<file path="config.mk">
export PLATFORM = sky130hd
export DESIGN_NAME = serializer_flat
export DESIGN_NICKNAME = d
export VERILOG_FILES = /design/src/rtl/serializer_if.sv /design/src/rtl/serializer.sv /design/src/flat_wrapper.sv
export SDC_FILE = /design/constraint.sdc
export NUM_CORES = 1
export LEC_CHECK = 0
export ABC_AREA = 1
export CORE_MARGIN = 8
export CORE_UTILIZATION = 45
export CTS_CLUSTER_DIAMETER = 50
export CTS_CLUSTER_SIZE = 10
export DETAILED_ROUTE_END_ITERATION = 8
export GPL_TIMING_DRIVEN = 1
export PLACE_DENSITY = 0.77
export SETUP_SLACK_MARGIN = 0.4
export SYNTH_ARGS = -nofsm -noshare
export SYNTH_HDL_FRONTEND = slang
export SYNTH_SLANG_ARGS = --single-unit
</file>
<file path="constraint.sdc">
create_clock -name clk_i -period 1.47 [get_ports clk_i]
set_clock_uncertainty 0.2 [all_clocks]
set_input_delay 0.441 -clock clk_i [delete_from_list [all_inputs] [get_ports clk_i]]
set_output_delay 0.441 -clock clk_i [all_outputs]
set_load 0.01 [all_outputs]
</file>
<file path="src/rtl/serializer_if.sv">
// Parallel-in / serial-out bus of the serializer, grouped as one interface.
// The slave modport is the serializer side; the master modport is the producer/consumer side.
interface serializer_if #(
   parameter int DATA_W = 16,
   parameter int MOD_W  = $clog2(DATA_W)
);
   logic [DATA_W-1:0] data_i;
   logic [MOD_W-1:0]  data_mod_i;
   logic              data_val_i;
   logic              ready_o;
   logic              ser_data_o;
   logic              ser_data_val_o;
   logic              busy_o;

   modport slave (
      input  data_i, data_mod_i, data_val_i,
      output ready_o, ser_data_o, ser_data_val_o, busy_o
   );

   modport master (
      output data_i, data_mod_i, data_val_i,
      input  ready_o, ser_data_o, ser_data_val_o, busy_o
   );
endinterface

</file>
<file path="src/rtl/serializer.sv">
// Parallel-to-serial converter, MSB-first, bit count per word (0 = DATA_W, 1/2 dropped).
// Define SERIALIZER_PREFETCH_EN to add a one-word prefetch register for gapless back-to-back words.
module serializer #(
   parameter int DATA_W = 16,
   parameter int MOD_W  = $clog2(DATA_W)
) (
   input  logic          clk_i,
   input  logic          arst_ni,
   serializer_if.slave   bus
);
   localparam int CNT_W = MOD_W + 1;
   localparam logic [CNT_W-1:0] FULL_LEN = CNT_W'(DATA_W);

   typedef enum logic {IDLE, SHIFT} state_e;

   state_e              state_q, state_d;
   logic [DATA_W-1:0]   shreg_q, shreg_d;
   logic [CNT_W-1:0]    cnt_q, cnt_d;
   logic                busy_q, busy_d;
   logic                ser_data_q, ser_data_d;
   logic                ready_q, ready_d;

   logic                mod_ok;
   logic                accept;
   logic [CNT_W-1:0]    len_in;
   logic                load;
   logic [DATA_W-1:0]   load_word;
   logic [CNT_W-1:0]    load_len;

`ifdef SERIALIZER_PREFETCH_EN
   logic [DATA_W-1:0]   pf_data_q, pf_data_d;
   logic [CNT_W-1:0]    pf_len_q, pf_len_d;
   logic                pf_full_q, pf_full_d;
`endif

   assign mod_ok = !((bus.data_mod_i == MOD_W'(1)) || (bus.data_mod_i == MOD_W'(2)));
   assign accept = bus.data_val_i & ready_q & mod_ok;
   assign len_in = (bus.data_mod_i == '0) ? FULL_LEN : {1'b0, bus.data_mod_i};

   always_comb begin
      state_d    = state_q;
      shreg_d    = shreg_q;
      cnt_d      = cnt_q;
      busy_d     = busy_q;
      ser_data_d = ser_data_q;
      load       = 1'b0;
      load_word  = bus.data_i;
      load_len   = len_in;
`ifdef SERIALIZER_PREFETCH_EN
      pf_data_d  = pf_data_q;
      pf_len_d   = pf_len_q;
      pf_full_d  = pf_full_q;
`endif
      case (state_q)
         IDLE: begin
            if (accept) load = 1'b1;
         end
         SHIFT: begin
            if (cnt_q > CNT_W'(1)) begin
               ser_data_d = shreg_q[DATA_W-1];
               shreg_d    = {shreg_q[DATA_W-2:0], 1'b0};
               cnt_d      = cnt_q - CNT_W'(1);
`ifdef SERIALIZER_PREFETCH_EN
               if (accept) begin
                  pf_data_d = bus.data_i;
                  pf_len_d  = len_in;
                  pf_full_d = 1'b1;
               end
`endif
            end else begin
`ifdef SERIALIZER_PREFETCH_EN
               // Last bit: chain the pending word so its first bit follows with no gap.
               if (pf_full_q) begin
                  load      = 1'b1;
                  load_word = pf_data_q;
                  load_len  = pf_len_q;
                  pf_full_d = 1'b0;
               end else if (accept) begin
                  load = 1'b1;
               end
`endif
               if (!load) begin
                  state_d    = IDLE;
                  busy_d     = 1'b0;
                  ser_data_d = 1'b0;
                  cnt_d      = '0;
                  shreg_d    = '0;
               end
            end
         end
         default: state_d = IDLE;
      endcase

      // The first bit is presented straight from the load so latency is one cycle.
      if (load) begin
         state_d    = SHIFT;
         busy_d     = 1'b1;
         ser_data_d = load_word[DATA_W-1];
         shreg_d    = {load_word[DATA_W-2:0], 1'b0};
         cnt_d      = load_len;
      end

`ifdef SERIALIZER_PREFETCH_EN
      ready_d = !pf_full_d;
`else
      ready_d = !busy_d;
`endif
   end

   always_ff @(posedge clk_i or negedge arst_ni) begin
      if (!arst_ni) begin
         state_q    <= IDLE;
         shreg_q    <= '0;
         cnt_q      <= '0;
         busy_q     <= 1'b0;
         ser_data_q <= 1'b0;
         ready_q    <= 1'b0;
      end else begin
         state_q    <= state_d;
         shreg_q    <= shreg_d;
         cnt_q      <= cnt_d;
         busy_q     <= busy_d;
         ser_data_q <= ser_data_d;
         ready_q    <= ready_d;
      end
   end

`ifdef SERIALIZER_PREFETCH_EN
   always_ff @(posedge clk_i or negedge arst_ni) begin
      if (!arst_ni) begin
         pf_data_q <= '0;
         pf_len_q  <= '0;
         pf_full_q <= 1'b0;
      end else begin
         pf_data_q <= pf_data_d;
         pf_len_q  <= pf_len_d;
         pf_full_q <= pf_full_d;
      end
   end
`endif

   assign bus.ready_o        = ready_q;
   assign bus.ser_data_o     = ser_data_q;
   assign bus.ser_data_val_o = busy_q;
   assign bus.busy_o         = busy_q;
endmodule

</file>
<file path="src/flat_wrapper.sv">
// flat-port wrapper written by rule: the top's interface ports become plain ports
module serializer_flat 
#(
   parameter int DATA_W = 16,
   parameter int MOD_W  = $clog2(DATA_W)
)
  (clk_i, arst_ni, bus_data_i, bus_data_mod_i, bus_data_val_i, bus_ready_o, bus_ser_data_o, bus_ser_data_val_o, bus_busy_o);
  serializer_if #(.DATA_W(DATA_W), .MOD_W(MOD_W)) bus_i ();
  input  logic clk_i;
  input  logic arst_ni;
  input wire logic [$bits(bus_i.data_i)-1:0] bus_data_i;
  input wire logic [$bits(bus_i.data_mod_i)-1:0] bus_data_mod_i;
  input wire logic [$bits(bus_i.data_val_i)-1:0] bus_data_val_i;
  output wire logic [$bits(bus_i.ready_o)-1:0] bus_ready_o;
  output wire logic [$bits(bus_i.ser_data_o)-1:0] bus_ser_data_o;
  output wire logic [$bits(bus_i.ser_data_val_o)-1:0] bus_ser_data_val_o;
  output wire logic [$bits(bus_i.busy_o)-1:0] bus_busy_o;
  assign bus_i.data_i = bus_data_i;
  assign bus_i.data_mod_i = bus_data_mod_i;
  assign bus_i.data_val_i = bus_data_val_i;
  assign bus_ready_o = bus_i.ready_o;
  assign bus_ser_data_o = bus_i.ser_data_o;
  assign bus_ser_data_val_o = bus_i.ser_data_val_o;
  assign bus_busy_o = bus_i.busy_o;
  serializer #(.DATA_W(DATA_W), .MOD_W(MOD_W)) u_core (.clk_i(clk_i), .arst_ni(arst_ni), .bus(bus_i));
endmodule
</file>
; ---- Yosys cells after proc, flatten, opt, wreduce, memory -nomap -nowiden
; Index checks and enable logic that the tools add are counted.
[totals]
ff_bits = 25
output_inout_bits = 4
elab_cells = 35
[classes]
n_addsub = 1
n_lt_le_gt_ge = 1
eq_ne = 2
muxes = 18
bitwise = 2
reduce_logical = 5
[op_table]
columns = operator, count
row1 = $mux 16, 3
row2 = $mux 5, 4
row3 = $mux 1, 11
row4 = $gt 5x1->1 const B, 1
row5 = $sub 5x1->5 const B, 1
row6 = $eq 4x1->1 const B, 1
row7 = $eq 4x2->1 const B, 1
row8 = $logic_not 4->1, 1
row9 = $and 1x1->1, 2
row10 = $logic_not 1->1, 2
row11 = $reduce_bool 2->1, 1
row12 = $logic_or 1x1->1, 1

; ---- Logic depth before layout (Yosys ltp)
; Gate-level depths: netlist of run 1.
[depth]
word_depth = 8
mapped_depth = 9
depth_no_buf = 8

; ---- Least setup slack after synthesis of run 1
; Ideal clock, no wire load.
[synth_timing]
path_kind = flip-flop to flip-flop
start = register u_core.cnt_q[1]
end = register u_core.shreg_q[8]
arrival_time_ns = 1.170
required_time_ns = 1.154
slack_ns = -0.016
path_stages_with_launch = 10
path_cell_list = dfrtp_1 -> inv_1 -> ha_1 -> o21bai_1 -> nand3_1 -> buf_2 -> nand2_1 -> nand2_1 -> nand2_1 -> nand2_1
[synth_via]
elab_chain_len = 4
[synth_lines]
columns = item, line
row1 = from (decl), serializer.sv:18  ; logic [CNT_W-1:0] cnt_q, cnt_d;
row2 = from (signal assigned), serializer.sv:121  ; cnt_q <= cnt_d;
row3 = $gt 5x1->1, serializer.sv:59  ; if (cnt_q > CNT_W'(1)) begin
row4 = $mux 16, serializer.sv:59
row5 = $mux 16, serializer.sv:54  ; case (state_q)
row6 = $mux 16, serializer.sv:95  ; if (load) begin
row7 = to (signal assigned), serializer.sv:120  ; shreg_q <= shreg_d;
row8 = to (decl), serializer.sv:17  ; logic [DATA_W-1:0] shreg_q, shreg_d;
; No other way between the ends. The select of a mux whose other input is x is not followed.
; A chain may end at the register's enable or synchronous reset.

; ---- Final worst setup path of run 1
[layout_timing]
start = register u_core.cnt_q[1]
end = register u_core.cnt_q[4]
[layout_via]
elab_chain_len = 4
word_cells_on_any_way = 5
[layout_lines]
columns = item, line
row1 = $sub 5x1->5 / $gt 5x1->1 (equally long branches), "serializer.sv:62, serializer.sv:59"
row2 = $mux 5 *, serializer.sv:59
row3 = $mux 5 *, serializer.sv:54
row4 = $mux 5 *, serializer.sv:95
; Every way passes the cells marked *; elsewhere a longest branch is shown, timed or not. The select of a mux whose other input is x is not followed.

==> results of run 1 <==
logic make-up (layout without fill, tap and decap cells):
kind of cell,after synthesis,after routing,share of synthesized area
and+or+nand+nor,109,109,0.409
adders and majority gates,2,2,0.0192
DFF,24,24,0.461
xor gates and xnor gates,1,1,0.00672
AOI/OAI and AO/OA,5,5,0.0336
buffers and inverters,20,75,0.0710
synthesized netlist by cell type (all sizes together):
library cell and instances:
clkbuf 2, nand3 41, nand2 63, a21oi 1, nand3b 1, o21bai 3
dfrtp 24, nor3 1, buf 5, ha 2, o21ai 1, nor2 2
xor2 1, nand4 1, inv 13
timing repair:
| item | 4_1_cts | 5_1_grt |
|---|---|---|
| cloned | 3 | 0 |
| setup endpoints to repair | 28 | 28 |
| pin swaps | 8 | 7 |
| hold buffers | 0 | 0 |
| buffers inserted | 10 | 2 |
| gates resized for setup | 64 | 15 |
sequential cells by signal, indices dropped and copies added (netlist names):
name,cells
u_core.shreg_q,15
u_core.cnt_q,5
u_core.bus.busy_o,1
u_core.bus.ready_o,1
u_core.bus.ser_data_o,1
u_core.state_q,1
per-stage QoR:
step | setup WS (ps) | power, W | setup TNS (ps) | util | area, sq um
final | -113 | 0.00456 | -1170 | 0.772 | 2130
after floorplan | 16.4 | 0.00224 | 0 | - | 1330
after global routing | -175 | 0.00482 | -2370 | 0.772 | 2130
after global placement | -450 | 0.00274 | -10300 | 0.623 | 1720
after detailed placement | -478 | 0.00281 | -10830 | 0.623 | 1720
after CTS | -45.3 | 0.00410 | -323 | 0.745 | 2050
power breakdown:
part           switching (W)  total, W  internal [W]
registers           0.000205   0.00114      0.000936
clock network       0.000201  0.000477      0.000276
logic                0.00146   0.00294       0.00148
worst paths after layout:
path                                         from                 to  slack (ps)  cells after the start
worst max-delay path              u_core.cnt_q[1]    u_core.cnt_q[4]        -110                      8
worst min-delay path            bus_data_mod_i[0]    u_core.cnt_q[0]         200                      3
worst max register to register    u_core.cnt_q[1]    u_core.cnt_q[4]        -110                      8
worst min register to register  u_core.shreg_q[2]  u_core.shreg_q[2]         300                      2
max in group asynchronous                 arst_ni     u_core.state_q         650                      2
min in group asynchronous                 arst_ni    u_core.cnt_q[2]         250                      2
metal layers:
layer,part of all wire,track usage,routed length [um]
met5,0,0,0
met4,0.066,0.121,298
met3,0.042,0.0372,192
met2,0.49,0.296,2220
met1,0.40,0.198,1820
final cells by class:
class | count | area, sq um | share of cell area
multi-input cells | 117 | 743 | 0.349
repair buffers | 58 | 637 | 0.299
flip-flops and latches | 24 | 603 | 0.283
inverters | 13 | 53.8 | 0.0253
well taps | 31 | 38.8 | 0.0182
clock inverters | 1 | 30.0 | 0.0141
clock buffers | 3 | 22.5 | 0.0106
worst min-delay path: cells and delay by family:
kind | cells | cell delay [ps]
buf+inv | 1 | 110
simple gates | 2 | 140
==> out/qor.yml, run 1 <==
outcome:
  status: "finished with violations"
  violations: "setup timing"
cells_and_area:
  drive_above_1_share: 0.389
  n_antenna_cell: 0
  area_delta_synth_final_pct: 63.2
  fillers: 188
  finalNonFillerCells: 247
  fin_nets: 242
  final_common_cell: "nand2_1"
  final_cell_mix: "52 x nand2_1, 26 x nand3_1, 22 x dfrtp_1, 17 x clkdlybuf4s50_1, 16 x buf_4"
setup_path:
  crit_path_start_kind: "flip-flop"
  arrival_ps: 1600
  path_cells: "inv_2, buf_4, ha_4, nand2_1, nand2_1, nand2_1, nand3_2, nand3_2"
  max_stage_delay_ps: 440
  cp_top_family: "simple AND/OR/NAND/NOR gates"
  critPathMaxFanout: 3
  crit_type: "flip-flop to flip-flop"
  worstPathRequired_ps: 1480
  crit_path_end_kind: "flip-flop"
  cp.buffers_inverters: 2
  critPathSlowestCell: "dfrtp_1"
  crit_path_frequent_cell: "nand2_1"
synthesis:
  avgSynthCellArea_sq_um: 8.10
  synth_cells: 161
  synth.area.top_cells: "dfrtp_1 46%, nand2_1 18%, nand3_1 13%, nand3_2 4.6%, inv_1 3.2%"
  synth_nets: 186
  ys_seq_area_frac: 0.461
  netlist-cell-type-count: 22
  synthesis.area_sq_mm: 0.00130
  yosysWarnings: 0
  synth_seq_cells: 24
  synth_top_area_cell: "dfrtp_1"
  synth_top_area_frac: 0.461
power:
  ir_drop_mv: 1.62
  pwr_density_cell_mw_per_mm2: 2140
  leakagePower_nw: 1.08
detailed_routing:
  wl_per_cell_um: 18.3
  wirelength_um: 4530
  vias: 1386
  dr.pass1.iters: 4
  drtAntennaViolNets: 0
  drt_iter0_drc: 62
  drc: 0
  vias_per_cell: 5.61
global_routing:
  antenna_found_initial: 0
  grt_pass1_vias: 1512
  gr-total-overflow: 0
  grt_max_degree: 25
  grt_usage: 0.178
  grt_pass1_wl_um: 7190
clock_tree:
  ctsRootBufferMaster: "clkbuf_4"
  cts_tree: "yes"
  clkLatencyLatePin_ps: 320
  clock_path_buffers: 2
  htree_levels: 1
  cts_inserted_buffers: 3
  clock_sinks: 24
  path_clk_slew_ps: 140
sta:
  post-route-period-util: 1.08
  fin_ws_ps: -113
  final_hold_viol_count: 0
  fin_crit_ps: 1580
  max-slew-margin-rel: 0.784
  slew_violations: 0
  setup_violations: 27
  grt_setup_unrepaired: "yes"
  fmax_ghz: 0.632
  worst_slew_pin_slew_ps: 322
  hold_ws_ps: 198
floorplanning:
  num_rows: 19
  initial_utilization: 0.473
  die-area_sq_mm: 0.00488
  fp.dieH_um: 69.8
  fp.dieW_um: 69.8
  coreArea_sq_mm: 0.00276
  boundaryPins: 27
min_path:
  hp-class: "input port to flip-flop"
place:
  hpwl_um: 2260
  dp_cells: 228
  port_buffers: 26
  gp_congestion: 0.815
run:
  max_cap_viol_count: 0
Power figures use the tool's default switching activity.
==> run 2: changes to the inputs <==
- CTS_CLUSTER_DIAMETER: 50 -> 60
==> results of run 2 <==
Final layout, timing and power as in run 1 (identical DEF).
